### config.mk
export PLATFORM = sky130hd
export DESIGN_NAME = cv32e40p_pc_redirect_sequencer
export DESIGN_NICKNAME = d
export VERILOG_FILES = /design/src/rtl/cv32e40p_pc_redirect_sequencer.sv
export SDC_FILE = /design/constraint.sdc
export NUM_CORES = 1
export LEC_CHECK = 0
export ABC_AREA = 0
export CORE_MARGIN = 3
export CORE_UTILIZATION = 40
export CTS_CLUSTER_SIZE = 24
export DETAILED_ROUTE_END_ITERATION = 8
export PLACE_DENSITY = 0.78
export SYNTH_ARGS = -nofsm -noshare
export SYNTH_HDL_FRONTEND = slang
export SYNTH_SLANG_ARGS = --single-unit
### constraint.sdc
create_clock -name clk -period 4.31 [get_ports clk]
set_input_delay 0.862 -clock clk [delete_from_list [all_inputs] [get_ports clk]]
set_output_delay 0.862 -clock clk [all_outputs]
set_load 0.02 [all_outputs]
### src/rtl/cv32e40p_pc_redirect_sequencer.sv
// Arbitrates PC-redirect requesters into one registered fetch redirect command,
// held until IF acknowledges it, with a boot redirect and a post-redirect kill window.
module cv32e40p_pc_redirect_sequencer #(
  parameter int unsigned KILL_CYCLES = 2,
  parameter int unsigned CNT_W       = 2
) (
  input  logic       clk,
  input  logic       rst,
  input  logic       fetch_enable_i,
  input  logic       dbg_halt_req_i,
  input  logic       dbg_exc_req_i,
  input  logic       exc_req_i,
  input  logic       irq_req_i,
  input  logic [4:0] irq_id_i,
  input  logic       trap_user_i,
  input  logic       branch_req_i,
  input  logic       jump_req_i,
  input  logic       mret_req_i,
  input  logic       uret_req_i,
  input  logic       dret_req_i,
  input  logic       fencei_req_i,
  input  logic       hwlp_req_i,
  input  logic       fetch_ack_i,
  output logic       pc_set_o,
  output logic [3:0] pc_mux_o,
  output logic [2:0] exc_pc_mux_o,
  output logic [1:0] trap_addr_mux_o,
  output logic [4:0] exc_vec_o,
  output logic [9:0] req_grant_o,
  output logic       kill_o,
  output logic       busy_o
);

  localparam logic [3:0] PcBoot      = 4'd0;
  localparam logic [3:0] PcFencei    = 4'd1;
  localparam logic [3:0] PcJump      = 4'd2;
  localparam logic [3:0] PcBranch    = 4'd3;
  localparam logic [3:0] PcException = 4'd4;
  localparam logic [3:0] PcMret      = 4'd5;
  localparam logic [3:0] PcUret      = 4'd6;
  localparam logic [3:0] PcDret      = 4'd7;
  localparam logic [3:0] PcHwloop    = 4'd8;

  localparam logic [2:0] ExcPcException = 3'd0;
  localparam logic [2:0] ExcPcIrq       = 3'd1;
  localparam logic [2:0] ExcPcDbd       = 3'd2;
  localparam logic [2:0] ExcPcDbe       = 3'd3;

  localparam logic [1:0] TrapMachine = 2'd0;

  // Request classes used for preemption of a held command
  localparam logic [1:0] ClsRest = 2'd0;
  localparam logic [1:0] ClsTrap = 2'd1;
  localparam logic [1:0] ClsDbg  = 2'd2;

  typedef enum logic [1:0] {StBootWait, StIdle, StIssue, StKill} state_e;

  state_e           state_q, state_d;
  logic             pc_set_q, pc_set_d;
  logic [3:0]       pc_mux_q, pc_mux_d;
  logic [2:0]       exc_pc_q, exc_pc_d;
  logic [1:0]       trap_q, trap_d;
  logic [4:0]       vec_q, vec_d;
  logic [1:0]       cls_q, cls_d;
  logic [CNT_W-1:0] cnt_q, cnt_d;

  logic       en_dbg, en_trap, en_rest;
  logic [9:0] grant;
  logic [3:0] new_pc_mux;
  logic [2:0] new_exc_pc;
  logic [1:0] new_trap;
  logic [4:0] new_vec;
  logic [1:0] new_cls;

  always_comb begin
    en_dbg  = 1'b0;
    en_trap = 1'b0;
    en_rest = 1'b0;
    case (state_q)
      StIdle: begin
        en_dbg  = 1'b1;
        en_trap = 1'b1;
        en_rest = 1'b1;
      end
      StKill: begin
        en_dbg  = 1'b1;
        en_trap = 1'b1;
      end
      StIssue: begin
        en_dbg  = (cls_q != ClsDbg);
        en_trap = (cls_q == ClsRest);
      end
      default: ;
    endcase
  end

  always_comb begin
    grant      = '0;
    new_pc_mux = PcException;
    new_exc_pc = ExcPcException;
    new_trap   = TrapMachine;
    new_vec    = '0;
    new_cls    = ClsRest;
    if (en_dbg && dbg_halt_req_i) begin
      grant[0]   = 1'b1;
      new_exc_pc = ExcPcDbd;
      new_cls    = ClsDbg;
    end else if (en_dbg && dbg_exc_req_i) begin
      grant[0]   = 1'b1;
      new_exc_pc = ExcPcDbe;
      new_cls    = ClsDbg;
    end else if (en_trap && exc_req_i) begin
      grant[1] = 1'b1;
      new_trap = {1'b0, trap_user_i};
      new_cls  = ClsTrap;
    end else if (en_trap && irq_req_i) begin
      grant[2]   = 1'b1;
      new_exc_pc = ExcPcIrq;
      new_trap   = {1'b0, trap_user_i};
      new_vec    = irq_id_i;
      new_cls    = ClsTrap;
    end else if (en_rest && dret_req_i) begin
      grant[3]   = 1'b1;
      new_pc_mux = PcDret;
    end else if (en_rest && mret_req_i) begin
      grant[4]   = 1'b1;
      new_pc_mux = PcMret;
    end else if (en_rest && uret_req_i) begin
      grant[5]   = 1'b1;
      new_pc_mux = PcUret;
    end else if (en_rest && branch_req_i) begin
      grant[6]   = 1'b1;
      new_pc_mux = PcBranch;
    end else if (en_rest && fencei_req_i) begin
      grant[7]   = 1'b1;
      new_pc_mux = PcFencei;
    end else if (en_rest && jump_req_i) begin
      grant[8]   = 1'b1;
      new_pc_mux = PcJump;
    end else if (en_rest && hwlp_req_i) begin
      grant[9]   = 1'b1;
      new_pc_mux = PcHwloop;
    end
  end

  always_comb begin
    state_d  = state_q;
    pc_set_d = pc_set_q;
    pc_mux_d = pc_mux_q;
    exc_pc_d = exc_pc_q;
    trap_d   = trap_q;
    vec_d    = vec_q;
    cls_d    = cls_q;
    cnt_d    = cnt_q;
    if (|grant) begin
      // A grant also covers ack-plus-preemption: the old command is simply replaced
      state_d  = StIssue;
      pc_set_d = 1'b1;
      pc_mux_d = new_pc_mux;
      exc_pc_d = new_exc_pc;
      trap_d   = new_trap;
      vec_d    = new_vec;
      cls_d    = new_cls;
      cnt_d    = '0;
    end else begin
      case (state_q)
        StBootWait: begin
          if (fetch_enable_i) begin
            state_d  = StIssue;
            pc_set_d = 1'b1;
            pc_mux_d = PcBoot;
            exc_pc_d = '0;
            trap_d   = '0;
            vec_d    = '0;
            cls_d    = ClsRest;
          end
        end
        StIssue: begin
          if (fetch_ack_i) begin
            pc_set_d = 1'b0;
            pc_mux_d = '0;
            exc_pc_d = '0;
            trap_d   = '0;
            vec_d    = '0;
            cls_d    = ClsRest;
            if (KILL_CYCLES == 0) begin
              state_d = StIdle;
            end else begin
              state_d = StKill;
              cnt_d   = CNT_W'(KILL_CYCLES);
            end
          end
        end
        StKill: begin
          if (cnt_q <= CNT_W'(1)) begin
            state_d = StIdle;
            cnt_d   = '0;
          end else begin
            cnt_d = cnt_q - CNT_W'(1);
          end
        end
        default: ;
      endcase
    end
  end

  always_ff @(posedge clk or posedge rst) begin
    if (rst) begin
      state_q  <= StBootWait;
      pc_set_q <= 1'b0;
      pc_mux_q <= '0;
      exc_pc_q <= '0;
      trap_q   <= '0;
      vec_q    <= '0;
      cls_q    <= ClsRest;
      cnt_q    <= '0;
    end else begin
      state_q  <= state_d;
      pc_set_q <= pc_set_d;
      pc_mux_q <= pc_mux_d;
      exc_pc_q <= exc_pc_d;
      trap_q   <= trap_d;
      vec_q    <= vec_d;
      cls_q    <= cls_d;
      cnt_q    <= cnt_d;
    end
  end

  assign pc_set_o        = pc_set_q;
  assign pc_mux_o        = pc_mux_q;
  assign exc_pc_mux_o    = exc_pc_q;
  assign trap_addr_mux_o = trap_q;
  assign exc_vec_o       = vec_q;
  assign req_grant_o     = grant;
  assign kill_o          = (state_q == StKill);
  assign busy_o          = pc_set_q & ~fetch_ack_i;

endmodule

==> flow_summary.json <==
{
  "worst_pin_slew_ns": 0.947,
  "clock-sinks": 18,
  "cp.arrival_ns": 2.95,
  "grt_pass1_vias": 965,
  "areaGrowthSynthToFinish_pct": 45.7,
  "drt_pass1_iterations": 4,
  "clk_path_buf_depth": 2,
  "clockRootBuffer": "clkbuf_4",
  "nets": 173,
  "power.total_w": 0.000734,
  "synth_cells": 107,
  "synth_top_area_cell": "dfrtp_1",
  "antenna_found_initial": 0,
  "grt_pass1_wl_mm": 4.60,
  "postCtsSetupBuffers": 0,
  "num_vias": 995,
  "rsz0062_at_grt": "no",
  "synth_edf_count": 0,
  "hold_violations": 0,
  "wl_per_cell_um": 15.6,
  "synth-main-ff-cell": "dfrtp_1",
  "ys_types": 39,
  "period_share_pct": 88.4,
  "cts_buffers": 3,
  "critPathSlowestCell": "clkdlybuf4s50_1",
  "synthArstFlopShare_pct": 100,
  "first_iter_violations": 35,
  "crit_path_end_kind": "primary output",
  "clock_latency_ns": 0.28,
  "ys_top_cells_by_count": "dfrtp_1 (18), nor2_1 (9), nand2_1 (8), a22o_1 (7), o21ai_0 (7)",
  "post_cts_resized": 0,
  "cts_max_level": 1,
  "critPathTopFamily": "buffers and inverters",
  "cts_hold_buf": 0,
  "slew_headroom_pct": 36.9,
  "die_h_um": 56.6,
  "die-width_um": 56.6,
  "status": "finished, final reports clean",
  "yosysTopAreaCellShare_pct": 43.9,
  "die-area_um2": 3210,
  "fin_area_um2": 1500,
  "ys_ff_latch": 18,
  "clk_pin_slew_ns": 0.10,
  "vias_per_cell": 5.59,
  "drtAntennaViolNets": 0,
  "grt_usage_pct": 18.1,
  "syn_area_per_cell_um2": 9.59,
  "start_kind": "input pin",
  "hold_class": "register to register",
  "dpl_cell_area_um2": 1470,
  "io_pins": 48,
  "crit_buf_inv": 2,
  "synth_warnings": 0,
  "fin_tns_setup_ns": 0,
  "drc": 0,
  "placementRows": 17,
  "worstPathRequired_ns": 3.45,
  "path_class": "input pin to primary output",
  "report.final.slew_viol_count": 0,
  "grt_max_degree": 19,
  "netlist_area_um2": 1030,
  "fmax_ghz": 0.263,
  "setup_viol": 0,
  "max-cap-violations": 0,
  "slowest_delay_ns": 0.65,
  "critical_path.cell_chain": "clkdlybuf4s50_1, nor2_1, o21ai_2, nor2_1, nor4b_1, clkdlybuf4s50_1",
  "synthTopCellsByArea": "dfrtp_1 (44%), a22o_1 (6.0%), a21o_1 (4.4%), o21ai_0 (3.4%), nor2_1 (3.3%)",
  "fin_crit_ns": 3.81,
  "cts_tree": "done",
  "core_area_um2": 2320,
  "ys_seq_area_share_pct": 43.9,
  "finalClockSkew_ns": 0.00494,
  "drive_gt1_share_pct": 6.67,
  "portBuffers": 45,
  "cellLeakagePower_nw": 0.665,
  "routed_wl_mm": 2.79,
  "synth.most_common_cell": "dfrtp_1",
  "dp.final_hpwl_mm": 2.17,
  "initial_utilization_pct": 44.3,
  "cp_max_fo": 6,
  "diodes": 0,
  "gp_congestion": 0.871,
  "overflow": 0,
  "irDropWorstVdd_v": 0.000364,
  "power_density_nw_per_um2": 491
}
[worst paths after layout]
check / cells after the start / slack [ns] / to / start
worst max-delay path: 6 / 0.50 / req_grant_o[7] / dbg_halt_req_i
worst min-delay path: 1 / 0.49 / pc_mux_o[3] / pc_mux_o[3]
worst max register to register: 4 / 2.30 / exc_vec_o[0] / state_q[0]
worst min register to register: 1 / 0.49 / pc_mux_o[3] / pc_mux_o[3]
max in group asynchronous: 2 / 2.89 / exc_vec_o[0] / rst
min in group asynchronous: 2 / 0.97 / exc_vec_o[3] / rst
[placed cells by master, fill, tap and decap left out, types with 2 or more instances in the layout]
master / instances
a21o_1: 6
a21oi_1: 3
a222oi_1: 2
a22o_1: 7
a22o_2: 2
and3_1: 4
clkbuf_4: 3
clkdlybuf4s50_1: 45
conb_1: 2
dfrtp_1: 18
inv_1: 6
nand2_1: 8
nand2b_1: 3
nor2_1: 9
nor2b_1: 2
nor3_1: 2
nor4b_1: 2
o21ai_0: 7
[metrics by stage]
stage / utilization, % / setup slack [ns] / instances / hold slack (ns)
2_1_floorplan: - / 1.28 / 108 / 0.478
3_3_place_gp: 63.5 / 0.589 / 175 / 0.458
5_1_grt: 64.5 / 0.364 / 178 / 0.516
4_1_cts: 64.5 / 0.528 / 178 / 0.495
6_report: 64.5 / 0.501 / 178 / 0.490
3_5_place_dp: 63.5 / 0.540 / 175 / 0.471
[registers in the layout, indices dropped and copies added (netlist names)]
name / count
trap_addr_mux_o: 1
exc_vec_o: 5
state_q: 2
cnt_q: 2
pc_mux_o: 4
pc_set_o: 1
cls_q: 1
exc_pc_mux_o: 2
[logic make-up after synthesis]
group / after synthesis / share of synthesized area, %
other: 1 / 0.366
AOI/OAI and AO/OA: 37 / 28.7
buffers and inverters: 12 / 6.34
DFF: 18 / 43.9
and+or+nand+nor: 39 / 20.7
[area by class of cell]
type / instances / area [um^2]
fillers: 204 / 823
multi-input cells: 78 / 514
flip-flops and latches: 18 / 450
repair buffers: 45 / 450
well taps: 28 / 35.0
clock buffers: 3 / 22.5
inverters: 6 / 22.5
[where the power goes]
group / total, W / switching [W] / internal (W)
clock: 0.0000796 / 0.0000471 / 0.0000324
combinational: 0.000393 / 0.000219 / 0.000174
sequential: 0.000262 / 0.0000492 / 0.000212
total: 0.000734 / 0.000315 / 0.000419
[per-layer routing]
layer | global-route usage (%) | vias up | share of wire [%]
li1 | - | 478 | -
met1 | 23.6 | 468 | 46
met2 | 30.7 | 45 | 47
met3 | 2.76 | 4 | 5.9
met4 | 5.08 | 0 | 0.97
met5 | 0 | - | 0
(Power assumes the default switching activity.)
